===== src/rtl/uart_tx_sched.sv =====
// Two-requester byte scheduler for a UART transmitter; grant->ACK 1 cycle, ACK->TX_DATA_VALID 1 cycle, then waits for TX_BUSY high/low per byte.
// Requests stall (unacknowledged) while not IDLE; ties go to requester 0, or round-robin when TX_SCHED_ROUND_ROBIN_EN is defined.
module uart_tx_sched #(
    parameter int DATA_WIDTH = 8
) (
    input  logic                    CLK,
    input  logic                    RST,
    input  logic                    REQ0_VLD,
    input  logic [DATA_WIDTH-1:0]   REQ0_DATA,
    output logic                    REQ0_ACK,
    input  logic                    REQ1_VLD,
    input  logic [2*DATA_WIDTH-1:0] REQ1_DATA,
    output logic                    REQ1_ACK,
    input  logic                    TX_BUSY,
    output logic [DATA_WIDTH-1:0]   TX_P_DATA,
    output logic                    TX_DATA_VALID,
    output logic                    SCHED_BUSY
);

    typedef enum logic [1:0] {
        IDLE    = 2'd0,
        LOAD    = 2'd1,
        WAIT_HI = 2'd2,
        WAIT_LO = 2'd3
    } state_t;

    state_t                  state, state_nxt;
    logic [DATA_WIDTH-1:0]   cur_byte, cur_byte_nxt;
    logic [DATA_WIDTH-1:0]   msb_byte, msb_byte_nxt;
    logic                    msb_pend, msb_pend_nxt;
    logic [DATA_WIDTH-1:0]   tx_p_data_nxt;
    logic                    tx_data_valid_nxt;
    logic                    req0_ack_nxt, req1_ack_nxt;
    logic                    sched_busy_nxt;
    logic                    gnt0, gnt1;

`ifdef TX_SCHED_ROUND_ROBIN_EN
    // 1 = requester 1 received the most recent grant
    logic                    last_gnt, last_gnt_nxt;
`endif

    always_comb begin
        gnt0 = 1'b0;
        gnt1 = 1'b0;
        if (REQ0_VLD && REQ1_VLD) begin
`ifdef TX_SCHED_ROUND_ROBIN_EN
            gnt0 = last_gnt;
            gnt1 = !last_gnt;
`else
            gnt0 = 1'b1;
`endif
        end else begin
            gnt0 = REQ0_VLD;
            gnt1 = REQ1_VLD;
        end
    end

    always_comb begin
        state_nxt         = state;
        cur_byte_nxt      = cur_byte;
        msb_byte_nxt      = msb_byte;
        msb_pend_nxt      = msb_pend;
        tx_p_data_nxt     = TX_P_DATA;
        tx_data_valid_nxt = 1'b0;
        req0_ack_nxt      = 1'b0;
        req1_ack_nxt      = 1'b0;
`ifdef TX_SCHED_ROUND_ROBIN_EN
        last_gnt_nxt      = last_gnt;
`endif
        case (state)
            IDLE: begin
                if (gnt0) begin
                    cur_byte_nxt = REQ0_DATA;
                    msb_pend_nxt = 1'b0;
                    req0_ack_nxt = 1'b1;
                    state_nxt    = LOAD;
`ifdef TX_SCHED_ROUND_ROBIN_EN
                    last_gnt_nxt = 1'b0;
`endif
                end else if (gnt1) begin
                    cur_byte_nxt = REQ1_DATA[DATA_WIDTH-1:0];
                    msb_byte_nxt = REQ1_DATA[2*DATA_WIDTH-1:DATA_WIDTH];
                    msb_pend_nxt = 1'b1;
                    req1_ack_nxt = 1'b1;
                    state_nxt    = LOAD;
`ifdef TX_SCHED_ROUND_ROBIN_EN
                    last_gnt_nxt = 1'b1;
`endif
                end
            end
            LOAD: begin
                tx_p_data_nxt     = cur_byte;
                tx_data_valid_nxt = 1'b1;
                state_nxt         = WAIT_HI;
            end
            WAIT_HI: begin
                if (TX_BUSY) begin
                    state_nxt = WAIT_LO;
                end
            end
            WAIT_LO: begin
                if (!TX_BUSY) begin
                    if (msb_pend) begin
                        cur_byte_nxt = msb_byte;
                        msb_pend_nxt = 1'b0;
                        state_nxt    = LOAD;
                    end else begin
                        state_nxt    = IDLE;
                    end
                end
            end
            default: state_nxt = IDLE;
        endcase
        sched_busy_nxt = (state_nxt != IDLE);
    end

    always_ff @(posedge CLK or negedge RST) begin
        if (!RST) begin
            state         <= IDLE;
            cur_byte      <= '0;
            msb_byte      <= '0;
            msb_pend      <= 1'b0;
            TX_P_DATA     <= '0;
            TX_DATA_VALID <= 1'b0;
            REQ0_ACK      <= 1'b0;
            REQ1_ACK      <= 1'b0;
            SCHED_BUSY    <= 1'b0;
`ifdef TX_SCHED_ROUND_ROBIN_EN
            last_gnt      <= 1'b1;
`endif
        end else begin
            state         <= state_nxt;
            cur_byte      <= cur_byte_nxt;
            msb_byte      <= msb_byte_nxt;
            msb_pend      <= msb_pend_nxt;
            TX_P_DATA     <= tx_p_data_nxt;
            TX_DATA_VALID <= tx_data_valid_nxt;
            REQ0_ACK      <= req0_ack_nxt;
            REQ1_ACK      <= req1_ack_nxt;
            SCHED_BUSY    <= sched_busy_nxt;
`ifdef TX_SCHED_ROUND_ROBIN_EN
            last_gnt      <= last_gnt_nxt;
`endif
        end
    end

endmodule


===== config.mk =====
export PLATFORM = sky130hd
export DESIGN_NAME = uart_tx_sched
export DESIGN_NICKNAME = d
export VERILOG_FILES = /design/src/rtl/uart_tx_sched.sv
export SDC_FILE = /design/constraint.sdc
export NUM_CORES = 1
export LEC_CHECK = 0
export BUFFER_PORTS_ARGS = -buffer_cell sky130_fd_sc_hd__buf_2
export CAP_MARGIN = 25
export CORE_AREA = 2 2 90 49
export CTS_CLUSTER_DIAMETER = 200
export DETAILED_ROUTE_END_ITERATION = 8
export DIE_AREA = 0 0 92 51
export GPL_TIMING_DRIVEN = 0
export HOLD_SLACK_MARGIN = 0.02
export MAX_ROUTING_LAYER = met4
export PLACE_DENSITY = 0.56
export REMOVE_ABC_BUFFERS = 1
export SLEW_MARGIN = 20
export SYNTH_ARGS = -nofsm -noshare
export SYNTH_HDL_FRONTEND = slang
export SYNTH_SLANG_ARGS = --single-unit

===== constraint.sdc =====
create_clock -name CLK -period 2.7 [get_ports CLK]
set_input_delay 0.54 -clock CLK [delete_from_list [all_inputs] [get_ports CLK]]
set_output_delay 0.54 -clock CLK [all_outputs]
set_load 0.005 [all_outputs]

# Word-level counts from Yosys, hierarchy flattened
# Cells that the tools add are included.
[totals]
ff_bits = 31
inputBits = 29
out_inout_bits = 12
wordCells = 46
[classes]
n_eq_ne = 6
muxes = 23
bitwise = 1
reduce_logical = 7
[ops]
columns = ["cell", "n"]
rows = [
  ["two-way mux 8 bit", 4],
  ["case mux 8 bit (2 select lines)", 1],
  ["two-way mux 1 bit", 12],
  ["two-way mux 2 bit", 4],
  ["case mux 2 bit (4 select lines)", 1],
  ["AND reduction 3 bit", 2],
  ["== test 2 bit (second input constant)", 2],
  ["inequality test 2 bit (second input constant)", 2],
  ["AND reduction 4 bit", 1],
  ["nonzero test 2 bit", 2],
  ["inequality test 3 bit (second input constant)", 1],
  ["== test 2 x 1 -> 1 bit (second input constant)", 1],
  ["zero test 2 bit", 1],
  ["case mux 1 bit (2 select lines)", 1],
  ["logical AND 1 bit", 1],
  ["inverter 1 bit", 1],
]

# Logic depth before layout (Yosys ltp)
# Gate-level depths: netlist of the first run.
[depth]
word_depth = 6
ltp_mapped = 5
mapped_depth_nobuf = 3

# Least setup slack after synthesis of the first run
# Ideal clock, no wire load.
[synth_timing]
kind = "input to register"
from = "input REQ0_VLD"
to = "register msb_byte[0]"
setup_ps = 125
t_arrival_ps = 1533
required_ps = 2575
path_slack_ps = 1042
stages = 3
n_path_buf = 1
path_cell_list = "buf_6 nor4b_4 mux2_2"
[synth_between]
elab_chain_cells = 4
word_cells_on_any_way = 5
cone_classes = "mux (2); bitwise (1); reduce/logical (2)"
[synth_rtl]
columns = ["item", "line", "rtl"]
rows = [
  ["start: declaration", "8", "input logic REQ0_VLD,"],
  ["logical AND 1 bit", "45", "if (REQ0_VLD && REQ1_VLD) begin"],
  ["two-way mux 1 bit", "45", ""],
  ["inverter 1 bit (no line)", "-", ""],
  ["AND reduction 3 bit (no line) (*)", "-", ""],
  ["end signal: assignment", "134", "msb_byte <= msb_byte_nxt;"],
  ["end: declaration", "29", "logic [DATA_WIDTH-1:0] msb_byte, msb_byte_nxt;"],
]
# Every way passes the cells marked *; elsewhere a longest branch is shown, timed or not.
# A chain may end at the register's enable or synchronous reset.

# Final worst setup path of the first run
[layout_timing]
from = "register state[0]"
to = "register cur_byte[2]"
[layout_between]
elab_chain_cells = 3
word_cells_on_any_way = 8
cone_classes = "eq/ne (4); mux (1); reduce/logical (3)"
[layout_rtl]
columns = ["item", "line", "rtl"]
rows = [
  ["start: declaration", "27", "state_t state, state_nxt;"],
  ["start signal: assignment", "132", "state <= state_nxt;"],
  ["== test 2 bit or zero test 2 bit (tied branches)", "70", "case (state)"],
  ["inequality test 2 bit (no line) (tied with other cells)", "-", ""],
  ["AND reduction 4 bit (no line)", "-", ""],
  ["end signal: assignment", "133", "cur_byte <= cur_byte_nxt;"],
  ["end: declaration", "28", "logic [DATA_WIDTH-1:0] cur_byte, cur_byte_nxt;"],
]
# Several ways; a longest one is shown, not always the timed one.

==> results of run 1 <==
-- cells in the mapped netlist, types with 2 or more instances --
cell	number	area [µm²]
nor2b_1	2	12.5
a21oi_1	3	15.0
mux2_4	8	120
nand3_1	8	40.0
mux2i_1	8	80.1
buf_2	2	10.0
dfrtp_1	31	776
mux2_2	16	180
o21ai_0	9	45.0
buf_6	2	22.5
nor2_1	2	7.51
inv_1	2	7.51
clkbuf_1	2	7.51
-- power groups by stage --
stage               Clock, µW  Sequential (µW)  Combinational [µW]
finish                    349              835                 589
global route              371              877                 651
CTS                       358              839                 600
detailed placement          0              845                 597
global placement            0              836                 584
floorplan                   0              811                 421
-- state kept, by name (all words and copies together) (netlist names) --
signal / count
REQ1_ACK: 1
TX_DATA_VALID: 1
TX_P_DATA: 8
state: 2
cur_byte: 8
REQ0_ACK: 1
msb_byte: 8
msb_pend: 1
SCHED_BUSY: 1
-- routing by layer --
layer / wire length [µm] / vias to the layer above / global-route usage, % / share of wire [%]
li1: - / 447 / - / -
met1: 1450 / 473 / 18.1 / 52
met2: 1090 / 36 / 18.6 / 39
met3: 191 / 8 / 4.87 / 6.9
met4: 38 / 0 / 6.22 / 1.4
met5: 0 / - / - / 0
-- stage by stage --
stage / total power, µW / util [%]
floorplan: 1230 / -
global placement: 1420 / 40.4
detailed placement: 1440 / 40.4
CTS: 1800 / 42.4
global route: 1900 / 42.4
finish: 1770 / 42.4
-- critical path, cell delays in order, from the launching register on --
cell     delay (ns)
dfrtp_1        0.65
and2_0         0.45
a32o_1         0.59
mux2_4         0.35
-- worst max path at each step --
stage | from | end | slack, ns
final | state[0] | cur_byte[2] | 0.54
after global routing | state[0] | cur_byte[4] | 0.36
after CTS | state[0] | cur_byte[2] | 0.52
after detailed placement | state[0] | cur_byte[6] | 0.55
after global placement | state[0] | cur_byte[2] | 0.58
after floorplan | state[0] | cur_byte[0] | 0.91
-- final cells by class --
class | count | area [µm²]
clock buffer | 5 | 68.8
timing repair buffer | 40 | 200
clock inverter | 3 | 15.0
sequential | 31 | 776
fill | 394 | 2330
inverter | 2 | 7.51
multi-input combinational | 64 | 577
tap | 57 | 71.3
-- logic make-up (layout without fill, tap and decap cells) --
family	count (synthesis)	in the layout	synth area share [%]
simple gates	16	16	7.33
compound gates	16	16	6.70
flops	31	31	55.4
mux	32	32	27.2
buf+inv	8	50	3.40
==> reports/summary.json, run 1 <==
{
  "status": {"value": "finished, final reports clean"},
  "cts-hold-fix-buffers": {"value": 0},
  "timing.final.hold_violations": {"value": 0},
  "first_global_vias": {"value": 979},
  "syn_area_per_cell": {"value": 13.6, "unit": "µm²"},
  "worstRegToRegCells": {"value": 3},
  "worst_slack": {"value": 0.544, "unit": "ns"},
  "placed_cell_area": {"value": 1630, "unit": "µm²"},
  "path_class": {"value": "flop to flop"},
  "grt_antenna_before_repair": {"value": 0},
  "seq_area_frac_synth": {"value": 55.4, "unit": "%"},
  "min_period_over_period": {"value": 79.9, "unit": "%"},
  "r2r_setup_slack": {"value": 0.54, "unit": "ns"},
  "synthCells": {"value": 103},
  "post-route-drc-count": {"value": 0},
  "async_set_or_reset_flop_fraction_in_the_synthesized_netlist": {"value": 100, "unit": "%"},
  "io_pins": {"value": 41},
  "synth.distinct_cells": {"value": 21},
  "final-setup-viol-count": {"value": 0},
  "synthFlopType": {"value": "dfrtp_1"},
  "power.combinational.fraction": {"value": 33.2, "unit": "%"},
  "ys_warn_count": {"value": 0},
  "timing_worst_slew_pin_value": {"value": 0.796, "unit": "ns"},
  "cts_tree": {"value": "done"},
  "finalNonFillerCells": {"value": 202},
  "htreeDepth": {"value": 2},
  "p_sw": {"value": 555, "unit": "µW"},
  "p_leak": {"value": 0.000835, "unit": "µW"},
  "drtIter0Drc": {"value": 40},
  "postRouteWirelength": {"value": 2.77, "unit": "mm"},
  "cp-start-kind": {"value": "flop"},
  "timing.critical_path.arrival": {"value": 2.32, "unit": "ns"},
  "sequentialPowerShare": {"value": 47.1, "unit": "%"},
  "post_route_cells_drive_above_1_share": {"value": 51.0, "unit": "%"},
  "global_route.overflow_total": {"value": 0},
  "path_max_fanout": {"value": 15},
  "wl_per_cell": {"value": 13.7, "unit": "µm"},
  "fin_nets": {"value": 173},
  "cts_resized": {"value": 0},
  "vdd_drop_max": {"value": 0.000342, "unit": "V"},
  "firstDrtPassIters": {"value": 5},
  "swShare": {"value": 31.3, "unit": "%"},
  "pre_cts_slack": {"value": 0.547, "unit": "ns"},
  "final_design_area_no_fill": {"value": 1720, "unit": "µm²"},
  "hold-worst-slack": {"value": 0.286, "unit": "ns"},
  "mappedNetlistArea": {"value": 1400, "unit": "µm²"},
  "deepest_clock_path_buffer_count": {"value": 2},
  "number_of_nets_with_antenna_violations_after_routing": {"value": 0},
  "worst_ep_required_time": {"value": 2.86, "unit": "ns"},
  "max_cap_viol_count": {"value": 0},
  "hp-class": {"value": "input port to asynchronous set/reset pin"},
  "row_count": {"value": 17},
  "port_buffers": {"value": 40},
  "die_w": {"value": 92, "unit": "µm"},
  "cts_inserted_buffers": {"value": 5},
  "die_y": {"value": 51, "unit": "µm"},
  "pwr_density_cell": {"value": 1030, "unit": "nW/µm²"},
  "grt_max_degree": {"value": 32},
  "placeableCoreArea": {"value": 4040, "unit": "µm²"},
  "area_enclosed_by_the_die_boundary": {"value": 4690, "unit": "µm²"},
  "setup-tns-final": {"value": 0, "unit": "ns"},
  "rsz0062_at_grt": {"value": "no"},
  "route.detailed.vias_per_inst": {"value": 4.77},
  "grt_first_pass_wirelength": {"value": 4.58, "unit": "mm"},
  "final_common_cell": {"value": "buf_2"},
  "final-max-slew-violation-count": {"value": 0},
  "post_cts.repair.setup_buffers": {"value": 0},
  "r2r_end": {"value": "cur_byte[2]"},
  "clk-insertion-delay-late": {"value": 0.29, "unit": "ns"},
  "synth_edf_count": {"value": 0},
  "vias": {"value": 964},
  "cts.reportedPaths.clkPinSlew": {"value": 0.07, "unit": "ns"},
  "endpoint_kind": {"value": "flop"},
  "max_fclk": {"value": 464, "unit": "MHz"},
  "grt_usage": {"value": 13.6, "unit": "%"},
  "clock-skew-final": {"value": 0.0120, "unit": "ns"},
  "p_clk_share": {"value": 19.7, "unit": "%"},
  "start_util": {"value": 34.6, "unit": "%"},
  "diodes": {"value": 0},
  "finalWeightedCongestion": {"value": 0.779},
  "synthToLayoutAreaGrowth": {"value": 22.5, "unit": "%"},
  "most_frequent_cells_in_the_layout": {"value": "buf_2, dfrtp_1, mux2_2"},
  "post-route-min-period": {"value": 2.16, "unit": "ns"},
  "worst_slew_margin_rel": {"value": 46.8, "unit": "%"},
  "detailed_place_hpwl": {"value": 2.05, "unit": "mm"},
  "tritoncts_num_sinks": {"value": 31},
  "r2r-start": {"value": "state[0]"},
  "intPower": {"value": 1220, "unit": "µW"},
  "buffer_type_at_the_clock_tree_root": {"value": "clkbuf_8"},
  "dp_cells": {"value": 194},
  "synth-seq-cells": {"value": 31}
}
No activity file was read; power rests on OpenSTA's default activity.
==> inputs of run 2 (changes only) <==
--- a/config.mk
+++ b/config.mk
@@ -5,16 +5,17 @@
 export SDC_FILE = /design/constraint.sdc
 export NUM_CORES = 1
 export LEC_CHECK = 0
+export ABC_AREA = 1
 export BUFFER_PORTS_ARGS = -buffer_cell sky130_fd_sc_hd__buf_2
 export CAP_MARGIN = 25
-export CORE_AREA = 2 2 90 49
+export CORE_AREA = 2 2 91 49
 export CTS_CLUSTER_DIAMETER = 200
 export DETAILED_ROUTE_END_ITERATION = 8
-export DIE_AREA = 0 0 92 51
+export DIE_AREA = 0 0 93 51
 export GPL_TIMING_DRIVEN = 0
 export HOLD_SLACK_MARGIN = 0.02
 export MAX_ROUTING_LAYER = met4
-export PLACE_DENSITY = 0.56
+export PLACE_DENSITY = 0.59
 export REMOVE_ABC_BUFFERS = 1
 export SLEW_MARGIN = 20
 export SYNTH_ARGS = -nofsm -noshare
==> constraint.sdc (replaced) <==
create_clock -name CLK -period 1.82 [get_ports CLK]
set_input_delay 0.364 -clock CLK [delete_from_list [all_inputs] [get_ports CLK]]
set_output_delay 0.364 -clock CLK [all_outputs]
set_load 0.005 [all_outputs]
==> reports/summary.json, run 2 <==
{
  "vdd_drop_max": {"value": 0.000632, "unit": "V", "change": "was 0.000342 V"},
  "synthToLayoutAreaGrowth": {"value": 26.0, "unit": "%", "change": "was 22.5%"},
  "synth_edf_count": {"value": 0, "change": "unchanged"},
  "hp-class": {"value": "input port to asynchronous set/reset pin", "change": "unchanged"},
  "area_enclosed_by_the_die_boundary": {"value": 4740, "unit": "µm²", "change": "was 4690 µm²"},
  "deepest_clock_path_buffer_count": {"value": 2, "change": "unchanged"},
  "grt_max_degree": {"value": 32, "change": "unchanged"},
  "final_common_cell": {"value": "nand2_1", "change": "was buf_2"},
  "seq_area_frac_synth": {"value": 54.3, "unit": "%", "change": "was 55.4%"},
  "clock-skew-final": {"value": 0.00273, "unit": "ns", "change": "was 0.0120 ns"},
  "path_class": {"value": "flop to flop", "change": "unchanged"},
  "status": {"value": "finished, final reports clean", "change": "unchanged"},
  "area_of_the_multi_input_gates": {"value": 602, "unit": "µm²", "change": "was 577 µm²"},
  "grt_antenna_before_repair": {"value": 0, "change": "unchanged"},
  "post_cts.repair.setup_buffers": {"value": 0, "change": "unchanged"},
  "buffer_type_at_the_clock_tree_root": {"value": "clkbuf_8", "change": "unchanged"},
  "timing_worst_slew_pin_value": {"value": 0.689, "unit": "ns", "change": "was 0.796 ns"},
  "finalNonFillerCells": {"value": 282, "change": "was 202"},
  "path_max_fanout": {"value": 10, "change": "was 15"},
  "timing.final.hold_violations": {"value": 0, "change": "unchanged"},
  "drtIter0Drc": {"value": 36, "change": "was 40"},
  "finalWeightedCongestion": {"value": 0.740, "change": "was 0.779"},
  "post-route-drc-count": {"value": 0, "change": "unchanged"},
  "netlist_top_cells_count": {"value": "nand2_1, dfrtp_1, inv_2", "change": "was dfrtp_1, mux2_2, o21ai_0"},
  "cts_tree": {"value": "done", "change": "unchanged"},
  "rsz0062_at_grt": {"value": "no", "change": "unchanged"},
  "pre_cts_slack": {"value": 0.443, "unit": "ns", "change": "was 0.547 ns"},
  "number_of_nets_with_antenna_violations_after_routing": {"value": 0, "change": "unchanged"},
  "first_global_vias": {"value": 1283, "change": "was 979"},
  "max_cap_viol_count": {"value": 0, "change": "unchanged"},
  "setup-tns-final": {"value": 0, "unit": "ns", "change": "unchanged"},
  "swShare": {"value": 36.5, "unit": "%", "change": "was 31.3%"},
  "port_buffers": {"value": 40, "change": "unchanged"},
  "start_util": {"value": 35.0, "unit": "%", "change": "was 34.6%"},
  "firstDrtPassIters": {"value": 4, "change": "was 5"},
  "mappedNetlistArea": {"value": 1430, "unit": "µm²", "change": "was 1400 µm²"},
  "power.combinational.fraction": {"value": 33.2, "unit": "%", "change": "about the same"},
  "intPower": {"value": 1790, "unit": "µW", "change": "was 1220 µW"},
  "placeableCoreArea": {"value": 4080, "unit": "µm²", "change": "was 4040 µm²"},
  "synthFlopType": {"value": "dfrtp_1", "change": "unchanged"},
  "cts.reportedPaths.clkPinSlew": {"value": 0.07, "unit": "ns", "change": "about the same"},
  "diodes": {"value": 0, "change": "unchanged"},
  "p_leak": {"value": 0.00105, "unit": "µW", "change": "was 0.000835 µW"},
  "max_fclk": {"value": 771, "unit": "MHz", "change": "was 464 MHz"},
  "row_count": {"value": 17, "change": "unchanged"},
  "cts_inserted_buffers": {"value": 5, "change": "unchanged"},
  "vias": {"value": 1205, "change": "was 964"},
  "endpoint_kind": {"value": "flop", "change": "unchanged"},
  "synth.most_common_cell": {"value": "nand2_1", "change": "was dfrtp_1"},
  "p_clk_share": {"value": 24.8, "unit": "%", "change": "was 19.7%"},
  "htreeDepth": {"value": 2, "change": "unchanged"},
  "timing.critical_path.arrival": {"value": 1.46, "unit": "ns", "change": "was 2.32 ns"},
  "tritoncts_num_sinks": {"value": 31, "change": "unchanged"},
  "post-route-min-period": {"value": 1.30, "unit": "ns", "change": "was 2.16 ns"},
  "route.detailed.vias_per_inst": {"value": 4.27, "change": "was 4.77"},
  "global_route.overflow_total": {"value": 0, "change": "unchanged"},
  "worst_slack": {"value": 0.523, "unit": "ns", "change": "was 0.544 ns"},
  "biggestRegsByFlops": {"value": "TX_P_DATA (8), cur_byte (8), msb_byte (8)", "change": "unchanged"},
  "ys_warn_count": {"value": 0, "change": "unchanged"},
  "postRouteWirelength": {"value": 2.92, "unit": "mm", "change": "was 2.77 mm"},
  "detailed_place_hpwl": {"value": 2.21, "unit": "mm", "change": "was 2.05 mm"},
  "cts-hold-fix-buffers": {"value": 0, "change": "unchanged"},
  "cts_resized": {"value": 0, "change": "unchanged"},
  "synthCells": {"value": 180, "change": "was 103"},
  "die_w": {"value": 93, "unit": "µm", "change": "was 92 µm"},
  "final-setup-viol-count": {"value": 0, "change": "unchanged"},
  "register_area": {"value": 776, "unit": "µm²", "change": "unchanged"},
  "synth_top_cells_by_area": {"value": "dfrtp_1, nand2_1, nor2_4", "change": "was dfrtp_1, mux2_2, mux2_4"},
  "synth-seq-cells": {"value": 31, "change": "unchanged"},
  "fin_nets": {"value": 253, "change": "was 173"},
  "netlist.top_cell.by_area": {"value": "dfrtp_1", "change": "unchanged"},
  "min_period_over_period": {"value": 71.3, "unit": "%", "change": "was 79.9%"},
  "cp-start-kind": {"value": "flop", "change": "unchanged"},
  "worst_slew_margin_rel": {"value": 54.1, "unit": "%", "change": "was 46.8%"},
  "syn_area_per_cell": {"value": 7.93, "unit": "µm²", "change": "was 13.6 µm²"},
  "synth.distinct_cells": {"value": 18, "change": "was 21"},
  "netlist.area_leader.share": {"value": 54.3, "unit": "%", "change": "was 55.4%"},
  "sequentialPowerShare": {"value": 42.0, "unit": "%", "change": "was 47.1%"},
  "post_route_cells_drive_above_1_share": {"value": 28.0, "unit": "%", "change": "was 51.0%"},
  "io_pins": {"value": 41, "change": "unchanged"},
  "p_sw": {"value": 1030, "unit": "µW", "change": "was 555 µW"},
  "most_frequent_cells_in_the_layout": {"value": "nand2_1, buf_2, dfrtp_1", "change": "was buf_2, dfrtp_1, mux2_2"},
  "grt_first_pass_wirelength": {"value": 5.52, "unit": "mm", "change": "was 4.58 mm"},
  "die_y": {"value": 51, "unit": "µm", "change": "unchanged"},
  "worst_ep_required_time": {"value": 1.98, "unit": "ns", "change": "was 2.86 ns"},
  "async_set_or_reset_flop_fraction_in_the_synthesized_netlist": {"value": 100, "unit": "%", "change": "unchanged"},
  "fillers": {"value": 441, "change": "was 394"},
  "final-max-slew-violation-count": {"value": 0, "change": "unchanged"},
  "pwr_density_cell": {"value": 1570, "unit": "nW/µm²", "change": "was 1030 nW/µm²"},
  "clk-insertion-delay-late": {"value": 0.28, "unit": "ns", "change": "was 0.29 ns"},
  "grt_usage": {"value": 15.6, "unit": "%", "change": "was 13.6%"},
  "wl_per_cell": {"value": 10.4, "unit": "µm", "change": "was 13.7 µm"},
  "hold-worst-slack": {"value": 0.113, "unit": "ns", "change": "was 0.286 ns"},
  "dp_cells": {"value": 274, "change": "was 194"}
}
-- run 2: kinds of logic (layout without fill, tap and decap cells) --
logic type	after synthesis	after routing	share of synthesized area [%]
AO/OA/AOI/OAI	3	3	2.02
buffers and inverters	11	56	3.51
flip-flops	31	31	54.3
AND/OR/NAND/NOR	135	135	40.1
-- run 2: power by group through the flow --
stage               clock, µW  combinational, µW  sequential [µW]
floorplan                   0                643             1190
global placement            0                951             1190
detailed placement          0                957             1200
CTS                       713                960             1190
global route              756               1110             1230
finish                    701                937             1190
-- run 2: cell type report --
class	count	share of cell area, %
multi-input combinational	138	33.4
clock inverter	2	1.95
tap	57	3.96
sequential	31	43.1
clock buffer	6	4.59
timing repair buffer	40	11.1
inverter	8	1.81
-- run 2: per-layer routing --
metal	vias to the layer above	wire, µm	track usage, %
met5	-	0	-
met4	0	37	5.15
met3	8	175	5.60
met2	28	1100	22.1
met1	540	1610	20.7
li1	629	-	-
-- run 2: critical path, stage by stage (launching register included) --
cell and delay, ns:
dfrtp_1 0.57, nand2_4 0.18, inv_4 0.16, a21oi_1 0.10
nand3b_1 0.15
-- run 2: final timing paths --
| kind | slack [ns] | depth (start not counted) | startpoint | to |
|---|---|---|---|---|
| max reg2reg | 0.52 | 4 | state[1] | SCHED_BUSY |
| min | 0.11 | 1 | RST | REQ0_ACK |
| max | 0.52 | 4 | state[1] | SCHED_BUSY |
| max in group asynchronous | 1.25 | 1 | RST | SCHED_BUSY |
| min in group CLK | 0.27 | 3 | REQ1_DATA[8] | msb_byte[0] |
| min reg2reg | 0.47 | 2 | TX_P_DATA[4] | TX_P_DATA[4] |
-- run 2: through the flow --
stage | total power (µW) | util (%) | area (µm²)
detailed placement | 2150 | 41.2 | 1680
finish | 2820 | 44.1 | 1800
floorplan | 1830 | - | 1410
CTS | 2860 | 44.1 | 1800
global placement | 2140 | 41.2 | 1680
global route | 3090 | 44.1 | 1800
==> inputs of run 3 (changes only) <==
--- a/config.mk
+++ b/config.mk
@@ -5,17 +5,17 @@
 export SDC_FILE = /design/constraint.sdc
 export NUM_CORES = 1
 export LEC_CHECK = 0
-export ABC_AREA = 1
+export ABC_AREA = 0
 export BUFFER_PORTS_ARGS = -buffer_cell sky130_fd_sc_hd__buf_2
 export CAP_MARGIN = 25
-export CORE_AREA = 2 2 91 49
+export CORE_AREA = 2 2 90 49
 export CTS_CLUSTER_DIAMETER = 200
 export DETAILED_ROUTE_END_ITERATION = 8
-export DIE_AREA = 0 0 93 51
+export DIE_AREA = 0 0 92 51
 export GPL_TIMING_DRIVEN = 0
 export HOLD_SLACK_MARGIN = 0.02
 export MAX_ROUTING_LAYER = met4
-export PLACE_DENSITY = 0.59
+export PLACE_DENSITY = 0.56
 export REMOVE_ABC_BUFFERS = 1
 export SLEW_MARGIN = 20
 export SYNTH_ARGS = -nofsm -noshare
==> constraint.sdc (replaced) <==
create_clock -name CLK -period 1.2 [get_ports CLK]
set_input_delay 0.24 -clock CLK [delete_from_list [all_inputs] [get_ports CLK]]
set_output_delay 0.24 -clock CLK [all_outputs]
set_load 0.005 [all_outputs]
==> reports/summary.json, run 3 (synthesis gave the netlist of run 1 again) <==
{
  "dp_cells": {"value": 194, "change": "was 274"},
  "clock-skew-final": {"value": 0.0104, "unit": "ns", "change": "was 0.00273 ns"},
  "global_route.overflow_total": {"value": 0, "change": "unchanged"},
  "most_frequent_cells_in_the_layout": {"value": "buf_2, dfrtp_1, mux2_4", "change": "was nand2_1, buf_2, dfrtp_1"},
  "firstDrtPassIters": {"value": 4, "change": "unchanged"},
  "route.detailed.vias_per_inst": {"value": 4.73, "change": "was 4.27"},
  "row_count": {"value": 17, "change": "unchanged"},
  "worst_ep_required_time": {"value": 1.36, "unit": "ns", "change": "was 1.98 ns"},
  "die_w": {"value": 92, "unit": "µm", "change": "was 93 µm"},
  "vias": {"value": 1022, "change": "was 1205"},
  "status": {"value": "finished, violations left", "change": "was finished, final reports clean"},
  "worst_slack": {"value": -0.295, "unit": "ns", "change": "was 0.523 ns"},
  "cts_tree": {"value": "done", "change": "unchanged"},
  "finalNonFillerCells": {"value": 216, "change": "was 282"},
  "post-route-min-period": {"value": 1.50, "unit": "ns", "change": "was 1.30 ns"},
  "finalWeightedCongestion": {"value": 0.779, "change": "was 0.740"},
  "max_fclk": {"value": 669, "unit": "MHz", "change": "was 771 MHz"},
  "endpoint_kind": {"value": "flop", "change": "unchanged"},
  "path_class": {"value": "flop to flop", "change": "unchanged"},
  "grt_antenna_before_repair": {"value": 0, "change": "unchanged"},
  "timing_worst_slew_pin_value": {"value": 0.426, "unit": "ns", "change": "was 0.689 ns"},
  "diodes": {"value": 0, "change": "unchanged"},
  "p_leak": {"value": 0.000951, "unit": "µW", "change": "was 0.00105 µW"},
  "deepest_clock_path_buffer_count": {"value": 2, "change": "unchanged"},
  "grt_max_degree": {"value": 32, "change": "unchanged"},
  "cts_inserted_buffers": {"value": 5, "change": "unchanged"},
  "violations": {"value": "setup timing"},
  "synthToLayoutAreaGrowth": {"value": 37.0, "unit": "%", "change": "was 26.0%"},
  "path_max_fanout": {"value": 8, "change": "was 10"},
  "fillers": {"value": 384, "change": "was 441"},
  "total_power": {"value": 4520, "unit": "µW", "change": "was 2820 µW"},
  "rsz0062_at_grt": {"value": "yes", "change": "was no"},
  "cp-start-kind": {"value": "flop", "change": "unchanged"},
  "detailed_place_hpwl": {"value": 2.05, "unit": "mm", "change": "was 2.21 mm"},
  "start_util": {"value": 34.6, "unit": "%", "change": "was 35.0%"},
  "max_cap_viol_count": {"value": 0, "change": "unchanged"},
  "cts.reportedPaths.clkPinSlew": {"value": 0.06, "unit": "ns", "change": "was 0.07 ns"},
  "min_period_over_period": {"value": 125, "unit": "%", "change": "was 71.3%"},
  "buffer_type_at_the_clock_tree_root": {"value": "clkbuf_8", "change": "unchanged"},
  "port_buffers": {"value": 40, "change": "unchanged"},
  "final-max-slew-violation-count": {"value": 0, "change": "unchanged"},
  "final-setup-viol-count": {"value": 26, "change": "was 0"},
  "fin_nets": {"value": 187, "change": "was 253"},
  "die_y": {"value": 51, "unit": "µm", "change": "unchanged"},
  "postRouteWirelength": {"value": 3.04, "unit": "mm", "change": "was 2.92 mm"},
  "first_global_vias": {"value": 1024, "change": "was 1283"},
  "grt_usage": {"value": 14.6, "unit": "%", "change": "was 15.6%"},
  "post-route-drc-count": {"value": 0, "change": "unchanged"},
  "setup-tns-final": {"value": -5.05, "unit": "ns", "change": "was 0 ns"},
  "biggestRegsByFlops": {"value": "TX_P_DATA (8), cur_byte (8), msb_byte (8)", "change": "unchanged"},
  "number_of_nets_with_antenna_violations_after_routing": {"value": 0, "change": "unchanged"},
  "timing.critical_path.arrival": {"value": 1.66, "unit": "ns", "change": "was 1.46 ns"},
  "final_common_cell": {"value": "buf_2", "change": "was nand2_1"},
  "area_enclosed_by_the_die_boundary": {"value": 4690, "unit": "µm²", "change": "was 4740 µm²"},
  "placeableCoreArea": {"value": 4040, "unit": "µm²", "change": "was 4080 µm²"},
  "drtIter0Drc": {"value": 34, "change": "was 36"},
  "tritoncts_num_sinks": {"value": 31, "change": "unchanged"},
  "timing.final.hold_violations": {"value": 0, "change": "unchanged"},
  "wl_per_cell": {"value": 14.1, "unit": "µm", "change": "was 10.4 µm"},
  "htreeDepth": {"value": 2, "change": "unchanged"},
  "hp-class": {"value": "input port to flop", "change": "was input port to asynchronous set/reset pin"},
  "io_pins": {"value": 41, "change": "unchanged"},
  "worst_slew_margin_rel": {"value": 71.6, "unit": "%", "change": "was 54.1%"},
  "post_route_cells_drive_above_1_share": {"value": 60.4, "unit": "%", "change": "was 28.0%"},
  "grt_first_pass_wirelength": {"value": 4.93, "unit": "mm", "change": "was 5.52 mm"},
  "vdd_drop_max": {"value": 0.000778, "unit": "V", "change": "was 0.000632 V"},
  "clk-insertion-delay-late": {"value": 0.29, "unit": "ns", "change": "was 0.28 ns"},
  "pwr_density_cell": {"value": 2360, "unit": "nW/µm²", "change": "was 1570 nW/µm²"}
}
run 3: cell count changes in the layout (fill, tap and decap cells not counted), sizes merged, moves of 5 or more:
cell	delta
nand2	-127
mux2	+24
buf	+12
o21ai	+9
mux2i	+8
inv	-6
nand3	+5
run 3: critical path, stage by stage (launching register included):
cell and delay [ns]:
dfrtp_2 0.47, and2_4 0.19, a32o_2 0.28, buf_12 0.15, mux2_4 0.29
run 3: layer usage:
layer  GRT usage (%)  share of wire (%)
met2            19.4                 41
met1            20.1                 51
met3            5.01                6.7
met4            6.47                1.4
met5               -                  0
run 3: worst paths after layout:
| kind | startpoint | cells after the start | slack, ns | to |
|---|---|---|---|---|
| setup / recovery | state[0] | 4 | -0.30 | cur_byte[2] |
| hold / removal | REQ1_DATA[10] | 2 | 0.19 | msb_byte[2] |
| setup reg to reg | state[0] | 4 | -0.30 | cur_byte[2] |
| hold reg to reg | TX_P_DATA[5] | 1 | 0.51 | TX_P_DATA[5] |
| max in group asynchronous | RST | 2 | 0.42 | state[1] |
| min in group asynchronous | RST | 2 | 0.45 | TX_P_DATA[3] |
run 3: power breakdown:
part           leakage [µW]  switching, µW  internal [µW]  total (µW)
Sequential         0.000378            316           1530        1850
Combinational      0.000524            676           1210        1890
Clock             0.0000477            388            396         784
run 3: timing repair:
item	4_1_cts	5_1_grt
pin swaps	2	2
gates cloned	1	0
endpoints found under the hold margin	6	0
setup endpoints to repair	28	27
gates resized for setup	21	6
buffers inserted	11	2
hold buffers	1	0
run 3: per-stage QoR:
stage / utilization (%) / area, µm² / setup slack, ns / hold slack [ns]
finish: 47.5 / 1920 / -0.295 / 0.193
global route: 47.5 / 1920 / -0.313 / 0.195
CTS: 46.8 / 1890 / -0.281 / 0.186
detailed placement: 40.4 / 1630 / -0.953 / 0.334
global placement: 40.4 / 1630 / -0.917 / 0.318
floorplan: - / 1360 / -0.590 / -0.0556
run 3: layout make-up:
type                            instances  area [µm²]  share of cell area [%]
Clock buffer                            5        68.8                    3.59
Clock inverter                          3        15.0                   0.783
Inverter                                2        7.51                   0.391
Multi-Input combinational cell         64         631                    32.9
Sequential cell                        31         778                    40.6
Tap cell                               57        71.3                    3.72
Timing Repair Buffer                   54         347                    18.1
